## src/rtl/ssd_scan.sv

```systemverilog
// Multiplexed seven-segment scanner: latches one nibble per digit and rotates the
// digits onto a shared active-low segment bus with rotating active-low anodes.
module ssd_scan #(
  parameter  int DIGITS      = 4,
  parameter  int REFRESH_DIV = 100000,
  localparam int SEL_W       = (DIGITS > 1) ? $clog2(DIGITS) : 1,
  localparam int RC_W        = $clog2(REFRESH_DIV)
) (
  input  logic              ssd_scan_clk,
  input  logic              ssd_scan_rst,
  input  logic              ssd_scan_en,
  input  logic              ssd_scan_ld,
  input  logic [SEL_W-1:0]  ssd_scan_digit_sel,
  input  logic [3:0]        ssd_scan_d,
  input  logic              ssd_scan_mode,
  input  logic              ssd_scan_blank_lz,
  output logic [DIGITS-1:0] ssd_scan_an,
  output logic [6:0]        ssd_scan_seg
);

  localparam logic [RC_W-1:0]  RC_LAST  = RC_W'(REFRESH_DIV - 1);
  localparam logic [SEL_W-1:0] IDX_LAST = SEL_W'(DIGITS - 1);

  logic [DIGITS-1:0][3:0] digit_w;
  logic [DIGITS-1:0]      zero_w;
  logic [DIGITS-1:0]      lz_w;
  logic [RC_W-1:0]        rcnt_q, rcnt_d;
  logic [SEL_W-1:0]       idx_q, idx_d;
  logic [3:0]             cur_w;

  function automatic logic [6:0] hex_seg(input logic [3:0] v);
    case (v)
      4'h0:    hex_seg = 7'h40;
      4'h1:    hex_seg = 7'h79;
      4'h2:    hex_seg = 7'h24;
      4'h3:    hex_seg = 7'h30;
      4'h4:    hex_seg = 7'h19;
      4'h5:    hex_seg = 7'h12;
      4'h6:    hex_seg = 7'h02;
      4'h7:    hex_seg = 7'h78;
      4'h8:    hex_seg = 7'h00;
      4'h9:    hex_seg = 7'h10;
      4'hA:    hex_seg = 7'h08;
      4'hB:    hex_seg = 7'h03;
      4'hC:    hex_seg = 7'h46;
      4'hD:    hex_seg = 7'h21;
      4'hE:    hex_seg = 7'h06;
      default: hex_seg = 7'h0E;
    endcase
  endfunction

  // Refresh counter and scan index only advance while the display is enabled.
  always_comb begin
    rcnt_d = rcnt_q;
    idx_d  = idx_q;
    if (ssd_scan_en) begin
      if (rcnt_q == RC_LAST) begin
        rcnt_d = '0;
        idx_d  = (idx_q == IDX_LAST) ? '0 : idx_q + SEL_W'(1);
      end else begin
        rcnt_d = rcnt_q + RC_W'(1);
      end
    end
  end

  always_ff @(posedge ssd_scan_clk or posedge ssd_scan_rst) begin
    if (ssd_scan_rst) begin
      rcnt_q <= '0;
      idx_q  <= '0;
    end else begin
      rcnt_q <= rcnt_d;
      idx_q  <= idx_d;
    end
  end

  // Equality decode means an out-of-range select matches no digit and is dropped.
  for (genvar gi = 0; gi < DIGITS; gi++) begin : g_digit
    logic [3:0] val_q;

    always_ff @(posedge ssd_scan_clk or posedge ssd_scan_rst) begin
      if (ssd_scan_rst) begin
        val_q <= '0;
      end else if (ssd_scan_ld && (ssd_scan_digit_sel == SEL_W'(gi))) begin
        val_q <= ssd_scan_d;
      end
    end

    assign digit_w[gi] = val_q;
    assign zero_w[gi]  = (val_q == 4'h0);
    // lz_w[gi]: this digit and every more significant one hold zero.
    assign lz_w[gi]    = &zero_w[DIGITS-1:gi];
  end

  assign cur_w = digit_w[idx_q];

  always_comb begin
    ssd_scan_an  = '1;
    ssd_scan_seg = 7'h7F;
    if (ssd_scan_en) begin
      ssd_scan_an = ~(DIGITS'(1) << idx_q);
      if (ssd_scan_blank_lz && (idx_q != '0) && lz_w[idx_q]) begin
        ssd_scan_seg = 7'h7F;
      end else if (ssd_scan_mode && (cur_w > 4'd9)) begin
        ssd_scan_seg = 7'h3F;
      end else begin
        ssd_scan_seg = hex_seg(cur_w);
      end
    end
  end

endmodule
```

## config.mk

```make
export PLATFORM = sky130hd
export DESIGN_NAME = ssd_scan
export DESIGN_NICKNAME = d
export VERILOG_FILES = /design/src/rtl/ssd_scan.sv
export SDC_FILE = /design/constraint.sdc
export NUM_CORES = 1
export LEC_CHECK = 0
export ABC_AREA = 1
export CAP_MARGIN = 10
export CORE_UTILIZATION = 41
export DETAILED_ROUTE_END_ITERATION = 10
export PLACE_DENSITY = 0.69
export SYNTH_ARGS = -nofsm -noshare
export SYNTH_HDL_FRONTEND = slang
export SYNTH_SLANG_ARGS = --single-unit
```

## constraint.sdc

```tcl
create_clock -name ssd_scan_clk -period 1.9 [get_ports ssd_scan_clk]
set_input_delay 0.285 -clock ssd_scan_clk [delete_from_list [all_inputs] [get_ports ssd_scan_clk]]
set_output_delay 0.285 -clock ssd_scan_clk [all_outputs]
set_load 0.02 [all_outputs]
```

==> results.json <==
{
  "die_w_microns": 79.32,
  "viasPerCell": 4.782,
  "slew_headroom_pct": 71.22,
  "cts.root.buffer_cell": "clkbuf_8",
  "routed-wl-met3_microns": 235,
  "reg2reg_to": "rcnt_q[5]",
  "synth_top_area_cell": "dfrtp_1",
  "fin_crit_ns": 2.217,
  "hold_path_class": "primary input to async pin",
  "core_sq_mm": 0.005642,
  "reg2reg_from": "rcnt_q[1]",
  "violations": "negative setup slack",
  "drive_gt1_share_pct": 21.48,
  "worstRegToRegCells": 8,
  "dp_cells": 480,
  "nets": 442,
  "cp.arrival_ns": 1.93,
  "place_ws_ns": -0.4901,
  "swShare_pct": 37.93,
  "syn_nets": 386,
  "rsz0062_at_grt": "true",
  "insertedDiodeCount": 0,
  "crit_type": "flop to primary output",
  "synth_common_cells": "119 x nand2_1, 45 x nor2_1, 44 x inv_1",
  "start_kind": "flop",
  "ant_nets": 0,
  "rows": 27,
  "fin_skew_ns": 0.009913,
  "finalCritPeriodShare_pct": 116.7,
  "grt_pass1_wl_microns": 9873,
  "ys_seq_area_share_pct": 35.73,
  "required_ns": 1.62,
  "ys_types": 25,
  "drv_cap": 0,
  "cts_max_path_buffers": 2,
  "async_reset_ff_share_pct": 100.0,
  "path_cells": "buf_6 > nand2_2 > nand3_2 > nand2_4 > buf_6 > ha_4 > o21ai_2 > nand2_2 > inv_2 > nor2_4 > nand2_2 > buf_6",
  "cts.sinks": 35,
  "final_cells": 491,
  "power_frac_comb_pct": 36.2,
  "grt_max_degree": 36,
  "synthMostInstantiatedCell": "nand2_1",
  "dr_wl_met2_microns": 2387,
  "final.setup.worst_slack_ns": -0.3166,
  "area_growth_pct": 27.26,
  "grt_pass1_vias": 2165,
  "tightestPinTransition_ns": 0.4316,
  "finalPower_uw": 2518,
  "first_iter_violations": 146,
  "slew_viol_final": 0,
  "synth_top_area_share_pct": 35.73,
  "pwr-share-seq_pct": 42.2,
  "grt_usage_pct": 19.97,
  "setup_viol": 7,
  "critPathSlowestCell": "dfrtp_2",
  "end_kind": "primary output",
  "startpoint": "idx_q[0]",
  "overflow": 0,
  "cts-buffers-inserted": 5,
  "outcome": "finished, violations left",
  "netlist_area_sq_mm": 0.002451,
  "reg2reg_slack_ns": 0.40,
  "wl_microns": 5594,
  "die_area_sq_mm": 0.006292,
  "initial_utilization_pct": 43.45,
  "numPortBuffers": 22,
  "hold_buffers": 0,
  "dr.pass1.iters": 4,
  "max_clock_freq_mhz": 451.1,
  "critPathMaxFanout": 6,
  "power.internal_uw": 1563,
  "worst_path_largest_cell_delay_ns": 0.45,
  "post_drt_wl_per_cell_microns": 11.39,
  "h-tree-depth": 2,
  "synth_seq_cells": 35,
  "synth_edf_count": 0,
  "die_h_microns": 79.32,
  "power_density_mw_per_mm2": 807.1,
  "clockPowerShare_pct": 21.5,
  "dpl.hpwl_microns": 4227,
  "drc": 0,
  "ios": 23,
  "p_sw_uw": 954.9,
  "cts.clk_slew.worst_paths_ns": 0.07,
  "synthFlopType": "dfrtp_1",
  "synth_area_leaders": "dfrtp_1 36%, nand2_1 18%, nand3_1 7.6%, nor2_1 6.9%, inv_1 6.7%",
  "highest_layer": "met4",
  "vias": 2348,
  "syn_inst": 363,
  "place_congestion": 0.8651,
  "drt-met1-wl_microns": 2894,
  "yosys_warnings": 0,
  "peakVddDrop_v": 0.0003626,
  "tritoncts": "yes",
  "clock_latency_ns": 0.29,
  "p_leak_uw": 0.001590,
  "antenna_found_initial": 0,
  "hold_viol_final": 0,
  "syn_area_per_cell_sq_um": 6.752
}
## stage by stage
step / setup TNS [ns] / instance area [sq um] / hold slack, ns / util [%]
after floorplan: -0.1631 / 2454 / 0.4393 / -
after global placement: -3.294 / 2935 / 0.5024 / 52.03
after detailed placement: -3.499 / 2935 / 0.5090 / 52.03
after CTS: -2.227 / 3073 / 0.4129 / 54.47
after global routing: -2.978 / 3119 / 0.4527 / 55.29
final: -2.137 / 3119 / 0.3951 / 55.29
## area by class of cell
| class | count | area [sq um] |
|---|---|---|
| clock buffers | 6 | 82.58 |
| clock inverters | 1 | 5.005 |
| fillers | 540 | 2522 |
| inverters | 50 | 190.2 |
| multi-input cells | 274 | 1426 |
| flip-flops and latches | 35 | 878.3 |
| well taps | 72 | 90.09 |
| repair buffers | 53 | 446.7 |
## layout by cell type (no fill, tap or decap)
cell type,instances
nand3_1,33
nand2_1,108
nor4_1,1
ha_2,2
dlygate4sd2_1,1
o21ai_0,25
nand2_2,11
nor2_1,45
dfrtp_1,33
clkbuf_2,2
xor2_1,6
nand3_4,2
buf_2,2
ha_1,8
clkinv_2,1
buf_6,8
nor2_2,3
clkbuf_8,6
o21ai_2,1
nor2_4,1
clkdlybuf4s50_1,11
buf_4,29
nand3_2,7
nand4_1,5
inv_1,42
inv_2,7
nand2_4,4
dfrtp_2,2
and2_1,1
ha_4,1
nand3b_1,1
a21oi_1,2
inv_4,1
nor3_1,7
## worst max-delay path, delay by kind of cell (launching register included)
| kind | cells | cell delay [ns] |
|---|---|---|
| AO/OA/AOI/OAI | 1 | 0.06 |
| flip-flops | 1 | 0.45 |
| adder cells (fa/ha/maj) | 1 | 0.15 |
| buffers and inverters | 4 | 0.41 |
| AND/OR/NAND/NOR | 6 | 0.59 |
## power by group through the flow
stage / registers [uW] / clock network (uW) / logic [uW]
2_1_floorplan: 1020 / 0 / 588
3_3_place_gp: 1070 / 0 / 840
3_5_place_dp: 1060 / 0 / 860
4_1_cts: 1050 / 556 / 892
5_1_grt: 1080 / 586 / 1040
6_report: 1060 / 542 / 913
## logic make-up after synthesis
kind of cell    synth area share [%]
compound gates                 5.870
simple gates                   41.71
fa+ha+maj                      5.615
flops                          35.73
buf+inv                        8.933
xor+xnor                       2.144
## flip-flops by register name (all words and copies together), names as in the netlist
signal	cells
g_digit.val_q	16
idx_q	2
rcnt_q	17
## metal layers
metal	GRT usage, %	vias up
li1	-	1245
met1	28.90	1042
met2	30.00	53
met3	3.793	8
met4	5.818	0
met5	0	-
## worst max path at each step
stage / endpoint / slack, ns / cells after the start
4_1_cts: ssd_scan_seg[3] / -0.33 / 12
5_1_grt: ssd_scan_seg[5] / -0.44 / 12
6_report: ssd_scan_seg[5] / -0.32 / 12
3_5_place_dp: ssd_scan_seg[3] / -0.49 / 13
3_3_place_gp: ssd_scan_seg[3] / -0.47 / 13
2_1_floorplan: ssd_scan_seg[1] / -0.03 / 10
## what timing repair did
action / in CTS / in global routing
pin swaps: 12 / 8
gates cloned: 0 / 0
endpoints found under the setup margin: 11 / 11
gates resized for setup: 61 / 16
setup buffers: 1 / 3
Power figures use the tool's default switching activity.
